## src/rtl/motion_alarm_if.sv

```systemverilog
// Sensor/switch inputs and alarm/LED outputs of the motion alarm controller.
// The master drives switches and sensors; the slave is the controller.
interface motion_alarm_if;
  logic       turn;
  logic       stop_alarm;
  logic       pir_sensor_1;
  logic       pir_sensor_2;
  logic       pir_sensor_3;
  logic       armed;
  logic       alarm;
  logic       led_blink;
  logic [2:0] zone;
  logic [7:0] alarm_count;

  modport master (
    output turn, stop_alarm, pir_sensor_1, pir_sensor_2, pir_sensor_3,
    input  armed, alarm, led_blink, zone, alarm_count
  );

  modport slave (
    input  turn, stop_alarm, pir_sensor_1, pir_sensor_2, pir_sensor_3,
    output armed, alarm, led_blink, zone, alarm_count
  );
endinterface

```

## src/rtl/motion_alarm_ctrl.sv

```systemverilog
// Motion alarm controller: synchronises switch/sensor inputs, confirms persistent
// motion, holds the alarm for a minimum time and counts alarm entries.
module motion_alarm_ctrl #(
  parameter int CONFIRM_CYCLES   = 3,
  parameter int ALARM_MIN_CYCLES = 16,
  parameter int BLINK_DIV        = 4
) (
  input logic           clk,
  input logic           rst,
  motion_alarm_if.slave bus
);
  localparam logic [1:0] IDLE    = 2'd0;
  localparam logic [1:0] ARMED   = 2'd1;
  localparam logic [1:0] CONFIRM = 2'd2;
  localparam logic [1:0] ALARM   = 2'd3;

  localparam logic [3:0] CONF_LAST = 4'(CONFIRM_CYCLES - 1);
  localparam logic [7:0] HOLD_MIN  = 8'(ALARM_MIN_CYCLES);
  localparam logic [7:0] DIV_LAST  = 8'(BLINK_DIV - 1);

  function automatic logic [7:0] sat_inc(input logic [7:0] v, input logic [7:0] lim);
    return (v >= lim) ? lim : v + 8'd1;
  endfunction

  // Stage p0/p1: two-flop synchroniser, packed as {pir3, pir2, pir1, stop, turn}
  logic [4:0] sync_p0, sync_p1;

  always_ff @(posedge clk or posedge rst) begin
    if (rst) begin
      sync_p0 <= '0;
      sync_p1 <= '0;
    end else begin
      sync_p0 <= {bus.pir_sensor_3, bus.pir_sensor_2, bus.pir_sensor_1,
                  bus.stop_alarm, bus.turn};
      sync_p1 <= sync_p0;
    end
  end

  logic       turn_s, stop_s, motion;
  logic [2:0] pir_s;

  assign turn_s = sync_p1[0];
  assign stop_s = sync_p1[1];
  assign pir_s  = sync_p1[4:2];
  assign motion = |pir_s;

  logic [1:0] state, state_nx;
  logic [3:0] conf_cnt, conf_nx;
  logic [7:0] hold_cnt, hold_nx, div_cnt, div_nx, count_q, count_nx;
  logic [2:0] zone_q, zone_nx;
  logic       blink_q, blink_nx, armed_q, alarm_q, enter;

  always_comb begin
    state_nx = state;
    conf_nx  = conf_cnt;
    hold_nx  = hold_cnt;
    div_nx   = div_cnt;
    zone_nx  = zone_q;
    count_nx = count_q;
    blink_nx = blink_q;
    enter    = 1'b0;
    if (!turn_s) begin
      state_nx = IDLE;
      conf_nx  = '0;
      hold_nx  = '0;
      div_nx   = '0;
      zone_nx  = '0;
      blink_nx = 1'b0;
    end else begin
      case (state)
        IDLE: state_nx = ARMED;
        ARMED: begin
          if (motion) begin
            zone_nx = zone_q | pir_s;
            if (CONFIRM_CYCLES == 1) begin
              enter = 1'b1;
            end else begin
              state_nx = CONFIRM;
              conf_nx  = 4'd1;
            end
          end
        end
        CONFIRM: begin
          if (motion) begin
            zone_nx = zone_q | pir_s;
            if (conf_cnt == CONF_LAST) enter = 1'b1;
            else conf_nx = conf_cnt + 4'd1;
          end else begin
            state_nx = ARMED;
            zone_nx  = '0;
            conf_nx  = '0;
          end
        end
        ALARM: begin
          // A stop seen before the minimum hold is simply dropped
          if (stop_s && hold_cnt == HOLD_MIN) begin
            state_nx = ARMED;
            zone_nx  = '0;
            hold_nx  = '0;
            div_nx   = '0;
            blink_nx = 1'b0;
          end else begin
            zone_nx = zone_q | pir_s;
            hold_nx = sat_inc(hold_cnt, HOLD_MIN);
            if (div_cnt == DIV_LAST) begin
              div_nx   = '0;
              blink_nx = ~blink_q;
            end else begin
              div_nx = div_cnt + 8'd1;
            end
          end
        end
        default: state_nx = IDLE;
      endcase
    end
    if (enter) begin
      state_nx = ALARM;
      conf_nx  = '0;
      hold_nx  = '0;
      div_nx   = '0;
      blink_nx = 1'b1;
      count_nx = sat_inc(count_q, 8'd255);
    end
  end

  // Stage p2: state, counters and registered outputs
  always_ff @(posedge clk or posedge rst) begin
    if (rst) begin
      state    <= IDLE;
      conf_cnt <= '0;
      hold_cnt <= '0;
      div_cnt  <= '0;
      zone_q   <= '0;
      count_q  <= '0;
      blink_q  <= 1'b0;
      armed_q  <= 1'b0;
      alarm_q  <= 1'b0;
    end else begin
      state    <= state_nx;
      conf_cnt <= conf_nx;
      hold_cnt <= hold_nx;
      div_cnt  <= div_nx;
      zone_q   <= zone_nx;
      count_q  <= count_nx;
      blink_q  <= blink_nx;
      armed_q  <= (state_nx != IDLE);
      alarm_q  <= (state_nx == ALARM);
    end
  end

  assign bus.armed       = armed_q;
  assign bus.alarm       = alarm_q;
  assign bus.led_blink   = blink_q;
  assign bus.zone        = zone_q;
  assign bus.alarm_count = count_q;
endmodule

```

## src/flat_wrapper.sv

```systemverilog
// flat-port wrapper written by rule: the top's interface ports become plain ports
module motion_alarm_ctrl_flat 
#(
  parameter int CONFIRM_CYCLES   = 3,
  parameter int ALARM_MIN_CYCLES = 16,
  parameter int BLINK_DIV        = 4
)
  (clk, rst, bus_turn, bus_stop_alarm, bus_pir_sensor_1, bus_pir_sensor_2, bus_pir_sensor_3, bus_armed, bus_alarm, bus_led_blink, bus_zone, bus_alarm_count);
  motion_alarm_if bus_i ();
  input logic clk;
  input logic rst;
  input wire logic [$bits(bus_i.turn)-1:0] bus_turn;
  input wire logic [$bits(bus_i.stop_alarm)-1:0] bus_stop_alarm;
  input wire logic [$bits(bus_i.pir_sensor_1)-1:0] bus_pir_sensor_1;
  input wire logic [$bits(bus_i.pir_sensor_2)-1:0] bus_pir_sensor_2;
  input wire logic [$bits(bus_i.pir_sensor_3)-1:0] bus_pir_sensor_3;
  output wire logic [$bits(bus_i.armed)-1:0] bus_armed;
  output wire logic [$bits(bus_i.alarm)-1:0] bus_alarm;
  output wire logic [$bits(bus_i.led_blink)-1:0] bus_led_blink;
  output wire logic [$bits(bus_i.zone)-1:0] bus_zone;
  output wire logic [$bits(bus_i.alarm_count)-1:0] bus_alarm_count;
  assign bus_i.turn = bus_turn;
  assign bus_i.stop_alarm = bus_stop_alarm;
  assign bus_i.pir_sensor_1 = bus_pir_sensor_1;
  assign bus_i.pir_sensor_2 = bus_pir_sensor_2;
  assign bus_i.pir_sensor_3 = bus_pir_sensor_3;
  assign bus_armed = bus_i.armed;
  assign bus_alarm = bus_i.alarm;
  assign bus_led_blink = bus_i.led_blink;
  assign bus_zone = bus_i.zone;
  assign bus_alarm_count = bus_i.alarm_count;
  motion_alarm_ctrl #(.CONFIRM_CYCLES(CONFIRM_CYCLES), .ALARM_MIN_CYCLES(ALARM_MIN_CYCLES), .BLINK_DIV(BLINK_DIV)) u_core (.clk(clk), .rst(rst), .bus(bus_i));
endmodule
```

## config.mk

```make
export PLATFORM = sky130hd
export DESIGN_NAME = motion_alarm_ctrl_flat
export DESIGN_NICKNAME = d
export VERILOG_FILES = /design/src/rtl/motion_alarm_if.sv /design/src/rtl/motion_alarm_ctrl.sv /design/src/flat_wrapper.sv
export SDC_FILE = /design/constraint.sdc
export NUM_CORES = 1
export LEC_CHECK = 0
export CAP_MARGIN = 20
export CORE_MARGIN = 8
export CORE_UTILIZATION = 31
export CTS_BUF_LIST = sky130_fd_sc_hd__clkbuf_16
export CTS_CLUSTER_SIZE = 16
export DETAILED_ROUTE_END_ITERATION = 10
export GPL_TIMING_DRIVEN = 1
export MAX_ROUTING_LAYER = met4
export SLEW_MARGIN = 15
export SYNTH_ARGS = -nofsm -noshare
export SYNTH_HDL_FRONTEND = slang
export SYNTH_SLANG_ARGS = --single-unit
export TNS_END_PERCENT = 20
```

## constraint.sdc

```tcl
create_clock -name clk -period 2.02 [get_ports clk]
set_input_delay 0.404 -clock clk [delete_from_list [all_inputs] [get_ports clk]]
set_output_delay 0.404 -clock clk [all_outputs]
set_load 0.05 [all_outputs]
```

After elaboration in Yosys (flattened, before gate mapping)

Index checks and enable logic that the tools add are counted.

Bits in registers: 46
Input port bits: 7
Output and inout bits: 14
Word-level logic and storage cells: 77

$add $sub $neg: 4
Order comparisons: 2
Equality and inequality tests: 14
Multiplexer cells: 37
Bitwise operators: 2
Reduce and logical (&&, ||, !) cells: 7

Operators with widths:

| operator            | number |
|---|---|
| $mux 8              | 11 |
| $add 8x1->8 const B | 3 |
| $mux 4              | 5 |
| $ne 4x4->1 const B  | 4 |
| $mux 3              | 4 |
| $mux 2              | 5 |
| $mux 1              | 9 |
| $pmux 3 s3          | 1 |
| $eq 8x2->1 const B  | 1 |
| $eq 8x5->1 const B  | 1 |
| $ge 8x5->1 const B  | 1 |
| $ge 8x8->1 const B  | 1 |
| $pmux 2 s4          | 1 |
| $pmux 4 s2          | 1 |
| $eq 2x2->1 const B  | 3 |
| $ne 3x3->1 const B  | 2 |
| $ne 5x5->1 const B  | 1 |
| $add 4x1->4 const B | 1 |
| $eq 4x2->1 const B  | 1 |
| $reduce_and 2->1    | 2 |
| $or 3x3->3          | 1 |
| $reduce_and 3->1    | 1 |
| $reduce_or 3->1     | 1 |
| $eq 2x1->1 const B  | 1 |
| other kinds (4)     | 4 |

Logic depth before layout (Yosys ltp)

Depth after elaboration: 7
Mapped depth: 7
Depth with buffers taken out: 7

Least setup slack after synthesis

No wires, ideal clock.

Path type: flip-flop to flip-flop
Start point: register u_core.div_cnt[0]
End point: register u_core.blink_q, in the netlist u_core.bus.led_blink
Setup time: 0.082 ns
Arrival time: 1.879 ns
Data required time: 1.938 ns
Slack: 0.059 ns
Cell stages (with the launch flop): 7
Path buffers: 0
Clock period less this slack: 1.961 ns
Path through: dfrtp_1 > ha_1 > or4b_1 > nor4_4 > nor2_2 > or4_1 > a31oi_1

Longest elaborated chain between the ends: 3

RTL lines:

| element                    | line                     | source |
|---|---|---|
| from (decl)                | motion_alarm_ctrl.sv:49  | `logic [7:0] hold_cnt, hold_nx, div_cnt, div_nx, count_q, count_nx;` |
| from (signal assigned)     | motion_alarm_ctrl.sv:142 | `div_cnt <= div_nx;` |
| $eq 8x2->1                 | motion_alarm_ctrl.sv:105 | `if (div_cnt == DIV_LAST) begin` |
| $ne 4x4->1 (no line)       | n/a                      |  |
| $reduce_and 2->1 (no line) | n/a                      |  |
| to (signal assigned)       | motion_alarm_ctrl.sv:145 | `blink_q <= blink_nx;` |
| to (decl)                  | motion_alarm_ctrl.sv:51  | `logic blink_q, blink_nx, armed_q, alarm_q, enter;` |

No other way between the ends.
A chain may end at the register's enable or synchronous reset.

Final worst setup path

Start point: register u_core.div_cnt[1]
End point: register u_core.blink_q, in the netlist u_core.bus.led_blink

Same word-level chain as after synthesis.

==> impl_metrics.tcl <==
set metrics [dict create \
    p_leak_uw 0.00114 \
    synth_top_area_cell "dfrtp_1" \
    avgSynthCellArea_sq_um 9.90 \
    rsz0062_at_grt "yes" \
    top_usage_layer "met2" \
    die_w_microns 99.2 \
    synth_edf_count 0 \
    hold_violations 0 \
    fin_crit_ns 1.99 \
    fmax_mhz 503 \
    hold_ws_ns 0.348 \
    hpwl_microns 3170 \
    stdcell_count 335 \
    synth_fa_ha_area_share_pct 3.49 \
    whs_path_depth 0 \
    status "complete, no violations" \
    power_switching_uw 516 \
    postCtsHoldBufs 0 \
    final_area_sq_um 2710 \
    grt_usage_pct 9.98 \
    synth_top_family_by_area "simple AND/OR/NAND/NOR gates" \
    ir_drop_mv 0.474 \
    clk_latency_ns 0.28 \
    r2r-end "u_core.bus.led_blink" \
    synth_top_area_share_pct 53.6 \
    grt_max_degree 47 \
    cts_tree "yes" \
    cts_buffer_depth 2 \
    num_vias 1697 \
    reg2reg_setup_slack_ns 0.03 \
    firstDrtPassIters 4 \
    port-buffer-count 20 \
    grt-ovfl-total 0 \
    cts-root-buf "clkbuf_16" \
    power.share.clock_pct 43.8 \
    antenna_found_initial 0 \
    reg2reg_from "u_core.div_cnt[1]" \
    synthCells 217 \
    n_antenna_cell 0 \
    yosys_warnings 0 \
    die_h_microns 99.2 \
    worst_pin_slew_ns 0.527 \
    arrival_ns 2.20 \
    synth_xor_area_share_pct 0 \
    async_flop_share_pct 100 \
    placed_area_sq_um 2520 \
    syn_to_final_growth_pct 26.3 \
    power_density_nw_per_um2 787 \
    critPathSlowestCell "or4b_4" \
    grt_pass1_wl_microns 7990 \
    setup_viol 0 \
    start_kind "flip-flop" \
    final_nets 267 \
    synth_area_sq_um 2150 \
    gr-usage-met1_pct 12.8 \
    maxCapViolCount 0 \
    comb_power_share_pct 10.1 \
    ant_nets 0 \
    cts.sinks 46 \
    yosys.area_share.simple_pct 25.2 \
    placed_cells 325 \
    hold_path_end "u_core.sync_p1[4]" \
    cp_max_fo 4 \
    fp.dieArea_sq_um 9850 \
    cts_made_buffers 5 \
    cp.required_ns 2.23 \
    cp_top_family "simple AND/OR/NAND/NOR gates" \
    slowest_delay_ns 0.47 \
    drc_errors 0 \
    holdCritStartpoint "u_core.sync_p0[4]" \
    place_congestion 0.784 \
    period_share_pct 98.4 \
    fp-row-count 30 \
    vias_per_cell 5.07 \
    p_seq_share_pct 46.1 \
    coreArea_sq_um 6760 \
    fin_ws_ns 0.0323 \
    worstPathCellList "ha_2 > or4b_4 > nor4_4 > nor2_2 > or4_1 > a31oi_1" \
    drive_above_1_share_pct 17.6 \
    crit_buf_inv 0 \
    critPathCaptureType "flip-flop" \
    drt-total-wl_microns 4400 \
    initial_utilization_pct 31.8 \
    hp-class "reg -> reg" \
    dp_slack_ns 0.0434 \
    grt_pass1_vias 1725 \
    p_total_uw 2140 \
    drt-initial-drc-count 55 \
    seq_area_frac_synth_pct 53.6 \
    synthMuxAreaShare_pct 1.05 \
    swShare_pct 24.2 \
    fin_skew_ns 0.00508 \
    gr-usage-met2_pct 15.3 \
    r2r_cells 6 \
    synth_top_flop_cell "dfrtp_1" \
    slew_headroom_pct 64.8 \
    synth_seq_cells 46 \
    intPower_uw 1620 \
    use_met3_pct 1.89 \
    worstSetupPathType "reg -> reg" \
    cts_htree_levels 2 \
    clk_pin_slew_worst_paths_ns 0.06 \
    synth.area.top_cells "dfrtp_1 54%, a21oi_1 5.4%, nand2_1 4.0%" \
    synth-compound-area-share_pct 13.7 \
    post_drt_wl_per_cell_microns 13.1 \
    synthDistinctLibCells 39 \
    ios 21 \
    finalMaxSlewViolations 0 \
    syn_nets 230 \
]
[cell type report]
cell class,instances,area (sq um)
clock buffer,5,125
fill,685,4040
inverter,7,26.3
tap,80,100
sequential,46,1150
timing repair buffer,37,328
multi-input combinational,157,940
clock inverter,3,43.8
[state kept, by name, summed over array words and instances (netlist names)]
name and count:
u_core.bus.alarm 1, u_core.bus.alarm_count 8, u_core.bus.armed 1, u_core.bus.led_blink 1
u_core.bus.zone 3, u_core.conf_cnt 4, u_core.div_cnt 8, u_core.hold_cnt 8
u_core.state 2, u_core.sync_p0 5, u_core.sync_p1 5
[through the flow]
| stage | util (%) | TNS (ns) |
|---|---|---|
| after CTS | 39.9 | 0 |
| after detailed placement | 37.4 | 0 |
| after global routing | 40.2 | -0.273 |
| after global placement | 37.4 | 0 |
| final | 40.2 | 0 |
| after floorplan | - | 0 |
[power groups by stage]
stage | combinational, uW | sequential (uW) | clock [uW]
final | 216 | 984 | 936
after global routing | 242 | 990 | 1010
after CTS | 220 | 984 | 968
after detailed placement | 219 | 1000 | 0
after global placement | 217 | 1000 | 0
after floorplan | 109 | 1030 | 0
[synth_stat cells (all sizes together) (2+ instances only)]
library cell	instances
dfrtp	46
a21oi	23
nand2	23
nor2	21
o21ai	13
nand3	11
inv	7
ha	6
nand4	6
nor3	6
nor4	6
a31oi	5
or4	5
clkbuf	4
nor3b	4
buf	3
or2	3
or3	3
mux2	2
nand2b	2
nor2b	2
o21a	2
[routing by layer]
metal	up-vias	routed length, microns
met3	5	106
li1	855	-
met4	0	63
met5	-	0
met1	815	2250
met2	22	1980
[how the worst max path moves through the flow]
stage	start	cells after the start	slack [ns]	endpoint
after floorplan	u_core.div_cnt[0]	6	0.06	u_core.bus.led_blink
after global placement	u_core.div_cnt[1]	6	0.08	u_core.bus.led_blink
after detailed placement	u_core.div_cnt[1]	6	0.04	u_core.bus.led_blink
after CTS	u_core.div_cnt[1]	6	0.03	u_core.bus.led_blink
after global routing	u_core.div_cnt[1]	6	-0.1	u_core.bus.led_blink
final	u_core.div_cnt[1]	6	0.03	u_core.bus.led_blink
[layout by cell type, fill, tap and decap left out, drive strengths merged, types with 2 or more instances in the layout]
master,count
a21oi,23
a31oi,5
buf,22
clkbuf,5
clkdlybuf4s50,15
dfrtp,46
ha,6
inv,8
mux2,2
nand2,23
nand2b,2
nand3,11
nand4,6
nor2,21
nor2b,2
nor3,6
nor3b,4
nor4,6
o21a,2
o21ai,13
or2,3
or3,3
or4,5
[kinds of logic (layout without fill, tap and decap cells)]
family,after synthesis,count (layout)
simple gates,98,98
compound gates,51,51
flops,46,46
buf+inv,14,52
fa+ha+maj,6,6
mux,2,2
[timing repair]
item,CTS,global route
setup buffers,0,2
gates resized for setup,0,2
endpoints found under the setup margin,0,4
(Power assumes the default switching activity.)
==> RTL change, RTL diff (config.mk and constraints unchanged) <==
Make the reset (`rst`) synchronous in 2 clocked blocks.
--- a/src/rtl/motion_alarm_ctrl.sv
+++ b/src/rtl/motion_alarm_ctrl.sv
@@ -25,7 +25,7 @@
   // Stage p0/p1: two-flop synchroniser, packed as {pir3, pir2, pir1, stop, turn}
   logic [4:0] sync_p0, sync_p1;
 
-  always_ff @(posedge clk or posedge rst) begin
+  always_ff @(posedge clk) begin
     if (rst) begin
       sync_p0 <= '0;
       sync_p1 <= '0;
@@ -124,7 +124,7 @@
   end
 
   // Stage p2: state, counters and registered outputs
-  always_ff @(posedge clk or posedge rst) begin
+  always_ff @(posedge clk) begin
     if (rst) begin
       state    <= IDLE;
       conf_cnt <= '0;
Formal check against the unedited RTL: differs if rst is asserted again (counterexample within 4 cycles, from zero or initial values and one cycle with rst high); with rst held inactive, the same outputs for 10 cycles.
==> RTL change against the unedited design <==
- sequential share of layout area fell by 6.9 points
- synthesized area decreased by 2.9%
- critical path depth decreased by 5
- core utilization is 1.1 points lower
- register-to-register slack better by 130 ps
- routed wire length down 3.3%
- global-route usage shrank 0.37 points
- design area down 4.3%
- setup slack gained 16 ps
- non-clock buffer count is 8 lower
- via count rose by 2.6%
- synthesized cell count increased by 7.8%
- sequential cell count unchanged
Power is not compared: it rests on default switching activity, and its combinational part moved more than twofold at a synthesized area within 25%.
==> RTL change: results (changes against the unedited design) <==
status: completed (unchanged)
pin count of the biggest net entering global routing: 22 (was 47)
most instantiated cells after synthesis: dfxtp_1 (46), nor2_1 (19), a21oi_1 (16) (was dfrtp_1 (46), a21oi_1 (23), nand2_1 (23))
CTS clock-pin slew for the worst setup and hold paths: 60 ps (about the same)
critical path fanouts, max: 7 (was 4)
CP delay by family, top: buffers and inverters (was simple AND/OR/NAND/NOR gates)
clk_skew: 4.41 ps (was 5.08 ps)
GPL Wtd Cong: 0.810 (was 0.784)
initial antenna violation count: 0 (unchanged)
Synth cell types: 44 (was 39)
compound-cell area share of the yosys netlist: 0.155 (was 0.137)
Most used DFF post-synth: dfxtp_1 (was dfrtp_1)
Post-Synth XOR/XNOR Area: 0.0252 (was 0)
adder-cell share of the synthesized area: 0.0660 (was 0.0349)
GR Util met1: 0.119 (was 0.128)
Syn Nets: 252 (was 230)
slew of the pin with the lowest slew margin: 494 ps (was 527 ps)
CP peak stage delay: 850 ps (was 470 ps)
GRT met3 Usage: 0.0220 (was 0.0189)
met2 global-route usage: 0.144 (was 0.153)
final net count: 280 (was 267)
vias: 1,741 (was 1,697)
Setup crit start: u_core.bus.alarm_count[0] (was u_core.div_cnt[1])
Synth top area share: 0.442 (was 0.536)
n_diodes: 0 (unchanged)
ys async rst share: 0 (was 1.00)
slowest CP cell: clkdlybuf4s50_1 (was or4b_4)
post-synthesis mux area share: 0 (was 0.0105)
Final HPWL DP: 3080 um (was 3170 um)
Post-Place Cells: 335 (was 325)
CP Data Arrival Time: 1570 ps (was 2200 ps)
H-tree Lvls: 2 (unchanged)
worst reg2reg path startpoint: u_core.conf_cnt[0] (was u_core.div_cnt[1])
per-cell routed wire length: 12.4 um (was 13.1 um)
vias in the first global route: 1,635 (was 1,725)
share of cells above drive strength 1: 0.0989 (was 0.176)
synthesized area per cell: 8.91 um2 (was 9.90 um2)
global-route wire length before repair: 7580 um (was 7990 um)
top cells by area, synth: dfxtp_1 (44%), ha_1 (6.6%), nor2b_1 (4.5%) (was dfrtp_1 (54%), a21oi_1 (5.4%), nand2_1 (4.0%))
hold_sp: u_core.sync_p0[4] (unchanged)
CTS buffer count: 5 (unchanged)
-- RTL change: cell types whose count changed after synthesis, sizes merged, moves of 7 or more --
cell	unedited run	this run
dfrtp	46	0
dfxtp	0	46
nor2b	2	15
nand2	23	14
nor3	6	14
a21oi	23	16
-- RTL change: final timing paths --
kind	to	depth (start not counted)	slack, ps
worst min-delay path	u_core.sync_p1[4]	1	430
worst min register to register	u_core.sync_p1[4]	1	430
worst max-delay path	bus_alarm_count[0]	1	50
worst max register to register	u_core.conf_cnt[3]	6	160
-- RTL change: cells by family (layout without fill, tap and decap cells) --
| logic type | after synthesis | count (layout) |
|---|---|---|
| AO/OA/AOI/OAI | 50 | 50 |
| AND/OR/NAND/NOR | 103 | 103 |
| XOR/XNOR | 6 | 6 |
| flip-flops | 46 | 46 |
| buffers and inverters | 18 | 47 |
| adder cells (fa/ha/maj) | 11 | 11 |
-- RTL change: per-layer routing --
layer	wire, um	share of wire
met4	96	0.023
met3	136	0.032
met1	2120	0.50
met5	0	0
met2	1900	0.45
-- RTL change: power by group --
| part | internal [mW] | total (mW) | switching [mW] |
|---|---|---|---|
| sequential | 0.917 | 0.923 | 0.00594 |
| combinational | 0.0266 | 0.0541 | 0.0275 |
| clock | 0.585 | 0.924 | 0.339 |
| total | 1.53 | 1.90 | 0.372 |
-- RTL change: area by class of cell --
cell class	count	area [um2]
clock inverter	3	43.8
timing repair buffer	29	265
multi-input combinational	170	1100
sequential	46	922
inverter	10	37.5
clock buffer	5	125
tap	80	100
fill	682	4050
-- RTL change: through the flow --
step                      worst slack (ps)  area (um2)  hold WS (ps)
after floorplan                        154        2090           414
after global placement                 171        2410           421
after detailed placement               124        2410           425
after CTS                             40.6        2580           440
after global routing                  3.05        2600           457
final                                 48.6        2600           435
